### src/rtl/operand_entry.sv
// Operand entry front end: synchronises and debounces three push-buttons,
// then latches A/B from the switches and steps the function code.
module operand_entry #(
  parameter int width    = 6,
  parameter int DEBOUNCE = 250000
) (
  input  logic             clk,
  input  logic             rst,
  input  logic [width-1:0] sw,
  input  logic             key_load_n,
  input  logic             key_func_n,
  input  logic             key_clr_n,
  output logic [width-1:0] a,
  output logic [width-1:0] b,
  output logic [2:0]       func,
  output logic [1:0]       entry_state
);

  localparam int CW = $clog2(DEBOUNCE);
  localparam logic [CW-1:0] CNT_MAX = CW'(DEBOUNCE - 1);

  typedef enum logic [1:0] {
    ENTER_A = 2'b00,
    ENTER_B = 2'b01,
    RUN     = 2'b10
  } state_e;

  // Key index: 0 = load, 1 = func, 2 = clear
  logic [2:0] key_raw;
  logic [2:0] sync1_q, sync1_d;
  logic [2:0] sync2_q, sync2_d;
  logic [2:0] lvl_q, lvl_d;
  logic [2:0] prev_q, prev_d;
  logic [2:0] press_q, press_d;
  logic [CW-1:0] cnt_q [3];
  logic [CW-1:0] cnt_d [3];

  state_e           state_q, state_d;
  logic [width-1:0] a_q, a_d;
  logic [width-1:0] b_q, b_d;
  logic [2:0]       func_q, func_d;

  assign key_raw = {key_clr_n, key_func_n, key_load_n};

  always_comb begin
    sync1_d = key_raw;
    sync2_d = sync1_q;
    lvl_d   = lvl_q;
    prev_d  = lvl_q;
    press_d = prev_q & ~lvl_q;
    for (int i = 0; i < 3; i++) begin
      cnt_d[i] = cnt_q[i];
      if (sync2_q[i] == lvl_q[i]) begin
        cnt_d[i] = '0;
      end else if (cnt_q[i] == CNT_MAX) begin
        lvl_d[i] = ~lvl_q[i];
        cnt_d[i] = '0;
      end else begin
        cnt_d[i] = cnt_q[i] + 1'b1;
      end
    end
  end

  always_comb begin
    state_d = state_q;
    a_d     = a_q;
    b_d     = b_q;
    func_d  = func_q;
    if (press_q[2]) begin
      a_d     = '0;
      b_d     = '0;
      func_d  = '0;
      state_d = ENTER_A;
    end else begin
      if (press_q[1]) begin
        func_d = func_q + 3'd1;
      end
      if (press_q[0]) begin
        unique case (state_q)
          ENTER_A, RUN: begin
            a_d     = sw;
            state_d = ENTER_B;
          end
          ENTER_B: begin
            b_d     = sw;
            state_d = RUN;
          end
          default: state_d = ENTER_A;
        endcase
      end
    end
  end

  always_ff @(posedge clk) begin
    if (rst) begin
      sync1_q <= '1;
      sync2_q <= '1;
      lvl_q   <= '1;
      prev_q  <= '1;
      press_q <= '0;
      for (int i = 0; i < 3; i++) begin
        cnt_q[i] <= '0;
      end
      state_q <= ENTER_A;
      a_q     <= '0;
      b_q     <= '0;
      func_q  <= '0;
    end else begin
      sync1_q <= sync1_d;
      sync2_q <= sync2_d;
      lvl_q   <= lvl_d;
      prev_q  <= prev_d;
      press_q <= press_d;
      for (int i = 0; i < 3; i++) begin
        cnt_q[i] <= cnt_d[i];
      end
      state_q <= state_d;
      a_q     <= a_d;
      b_q     <= b_d;
      func_q  <= func_d;
    end
  end

  // Display select is forced while operands are being keyed in
  assign a           = a_q;
  assign b           = b_q;
  assign func        = {(state_q == RUN) ? func_q[2] : 1'b1, func_q[1:0]};
  assign entry_state = state_q;

endmodule
### config.mk
export PLATFORM = sky130hd
export DESIGN_NAME = operand_entry
export DESIGN_NICKNAME = d
export VERILOG_FILES = /design/src/rtl/operand_entry.sv
export SDC_FILE = /design/constraint.sdc
export NUM_CORES = 1
export LEC_CHECK = 0
export ABC_CLOCK_PERIOD_IN_PS = 3900
export CAP_MARGIN = 20
export CORE_MARGIN = 2
export CORE_UTILIZATION = 62
export CTS_CLUSTER_SIZE = 20
export DETAILED_ROUTE_END_ITERATION = 12
export PLACE_DENSITY = 0.84
export REMOVE_ABC_BUFFERS = 1
export SLEW_MARGIN = 20
export SYNTH_ARGS = -nofsm -noshare
export SYNTH_HDL_FRONTEND = slang
export SYNTH_SLANG_ARGS = --single-unit
### constraint.sdc
create_clock -name clk -period 3.9 [get_ports clk]
set_clock_uncertainty 0.15 [all_clocks]
set_input_delay 1.17 -clock clk [delete_from_list [all_inputs] [get_ports clk]]
set_output_delay 1.17 -clock clk [all_outputs]
set_load 0.1 [all_outputs]
==> run metrics <==
Max Cap Viol=0; Area growth syn-to-layout=12.8%; slowest CP cell=or3b_2; hold-fix buffers at CTS=0; via/cell ratio=5.61; core area=~5500 sq um; setup TNS=0 ns; Leakage=1.34 nW; RSZ-0062 raised after global routing=false; Synth Area in Compound Gates=0.0564; Cell Rows=27; Yosys top cell by area=dfxtp_1; fin. max-slew vios=0; Most used DFF post-synth=dfxtp_1; CP Launch Type=flop; post-synthesis simple-gate area fraction=0.268; critical path class=flop to output pin; Root Buffer=clkbuf_8; I/O pins=28; Clock Sinks=between 80 and 90; Synth Instances=about 390; internal power=1.19 mW; detailed placement HPWL=4490 um; gpl congestion=between 0.8 and 0.9; clk buf depth=2; Slowest Stage Delay on Critical Path=~0.44 ns; post-synthesis mux area share=0.0448; Synth Area per Inst=9.20 sq um; switching component of the power=0.344 mW; synth unique cells=32; yosys warns=0; WP data required=2.58 ns; combinational family with the most area after synthesis=simple AND/OR/NAND/NOR gates; # DRC=0; Post-CTS Setup Bufs=0; Flop pwr share=0.574; Synth Area in Adders=0.0140; initial antenna violation count=0; Num CTS Buffers=9; Tot Pwr=roughly 1.5 mW; # diodes=0; top cells by area, synth=dfxtp_1 48%, nor2_1 7.9%, xnor2_1 6.6%; PD cells=382 nW/um^2; status=complete, no violations; worst-path cell chain=or3b_2 > buf_4; path type of the worst min-delay path=flop to flop; WP data arrival=between 1 and 1.5 ns; htree depth=3; crit share post-route=0.700; width of the die=79.9 um; most common cell in the netlist=dfxtp_1; combinational power share=0.018; CTS resizes=0; grt total ovfl=0; number of vias in the routed layout=2745; TritonRoute pass-1 iters=4; clock group share of total power=0.408; XOR/XNOR Fraction of Synth Area=0.105; ANT nets after route=0; Global Route Usage Sum=0.225; worst skew pair latency=0.36 ns; Slew HR=0.346; Die H=79.9 um; Final Hold Fails=0; Layout Nets=427; area of the die=6380 sq um; pin count of the biggest net entering global routing=19; 1st-iter DRT viols=116; WL final=6470 um; slew of the pin with the lowest slew margin=0.977 ns; vias in the first global route=2614; Synth top cells by count=86 x dfxtp_1, 75 x nor2_1, 27 x xnor2_1; Critical Path Fanout Max=4; final setup vio count=0; WL per Instance=13.2 um; #FFs+latches synth=86; Synth top area share=0.482; FMAX=366 MHz; number of synthesized flops with an enable pin=0; post-layout util=0.727; Sw Ratio=0.224; share of cells above drive strength 1=0.118; CTS tree=built; CTS clk-pin slew, worst paths=about 0.090 ns; Initial Util=0.645; IR drop worst, VDD=around 0.34 mV; port bufs=27; post-synthesis sequential area ratio=0.482; Tmin final=2.73 ns; Worst Setup End Kind=output pin; Cell Area, Synth=~3600 sq um; global-route wire length before repair=11300 um; Synth async-reset ratio=0
[worst paths after layout]
| check | to | start | depth (start not counted) | slack [ns] |
|---|---|---|---|---|
| max | func[2] | entry_state[1] | 2 | 1.17 |
| min | sync2_q[0] | sync1_q[0] | 1 | 0.27 |
| max reg2reg | cnt_q[0][44] | cnt_q[0][36] | 4 | 1.56 |
| min reg2reg | sync2_q[0] | sync1_q[0] | 1 | 0.27 |
[placed cells by master (no fill, tap or decap), drive strengths merged, types with 9 or more instances in the layout]
master / n
dfxtp: 86
or2: 10
buf: 18
nand4: 12
inv: 11
a21oi: 12
nand2: 22
nor4: 14
nand3: 21
xor2: 16
or4: 9
xnor2: 27
clkbuf: 9
nor2: 75
clkdlybuf4s50: 10
mux2i: 16
[critical path: cells and delay by family (launching register included)]
family                 cells  cell delay [ns]
AND/OR/NAND/NOR            1             0.44
flip-flops                 1             0.37
buffers and inverters      1             0.24
[layout make-up]
class                      count  area [sq um]
fill                         425          1510
tap                           72          90.1
timing repair buffer          28           235
clock inverter                 7          73.8
multi-input combinational    277          1740
sequential                    86          1720
inverter                      10          37.5
clock buffer                   9           124
[registers in the layout (all words and copies together), names as in the netlist]
name / cells
a: 6
b: 6
cnt_q: 54
entry_state: 2
func_q: 3
lvl_q: 3
press_q: 3
prev_q: 3
sync1_q: 3
sync2_q: 3
[power groups by stage]
stage	logic [mW]	clock network, mW	registers (mW)
2_1_floorplan	0.0118	0	0.903
3_3_place_gp	0.0268	0	0.904
3_5_place_dp	0.0278	0	0.904
4_1_cts	0.0280	0.633	0.883
5_1_grt	0.0308	0.671	0.884
6_report	0.0277	0.627	0.883
[kinds of logic after synthesis]
| logic type | count (synthesis) |
|---|---|
| xor+xnor | 43 |
| simple gates | 189 |
| buf+inv | 25 |
| mux | 16 |
| compound gates | 25 |
| fa+ha+maj | 4 |
| flops | 86 |
[per-layer routing]
metal	vias to the layer above	wire, um	track usage
met2	45	3240	0.387
met4	0	103	0.100
li1	1382	-	-
met5	-	0	0
met3	8	193	0.0407
met1	1310	2940	0.274
[metrics by stage]
step / worst slack [ns] / instances / area (sq um) / hold WS (ns)
6_report: 1.17 / 489 / 4030 / 0.270
3_3_place_gp: 1.11 / 473 / 3830 / 0.241
3_5_place_dp: 1.02 / 473 / 3830 / 0.249
4_1_cts: 1.16 / 489 / 4030 / 0.275
5_1_grt: 1.13 / 489 / 4030 / 0.295
2_1_floorplan: 0.847 / 373 / 3500 / 0.239
No activity file was read; power rests on OpenSTA's default activity.
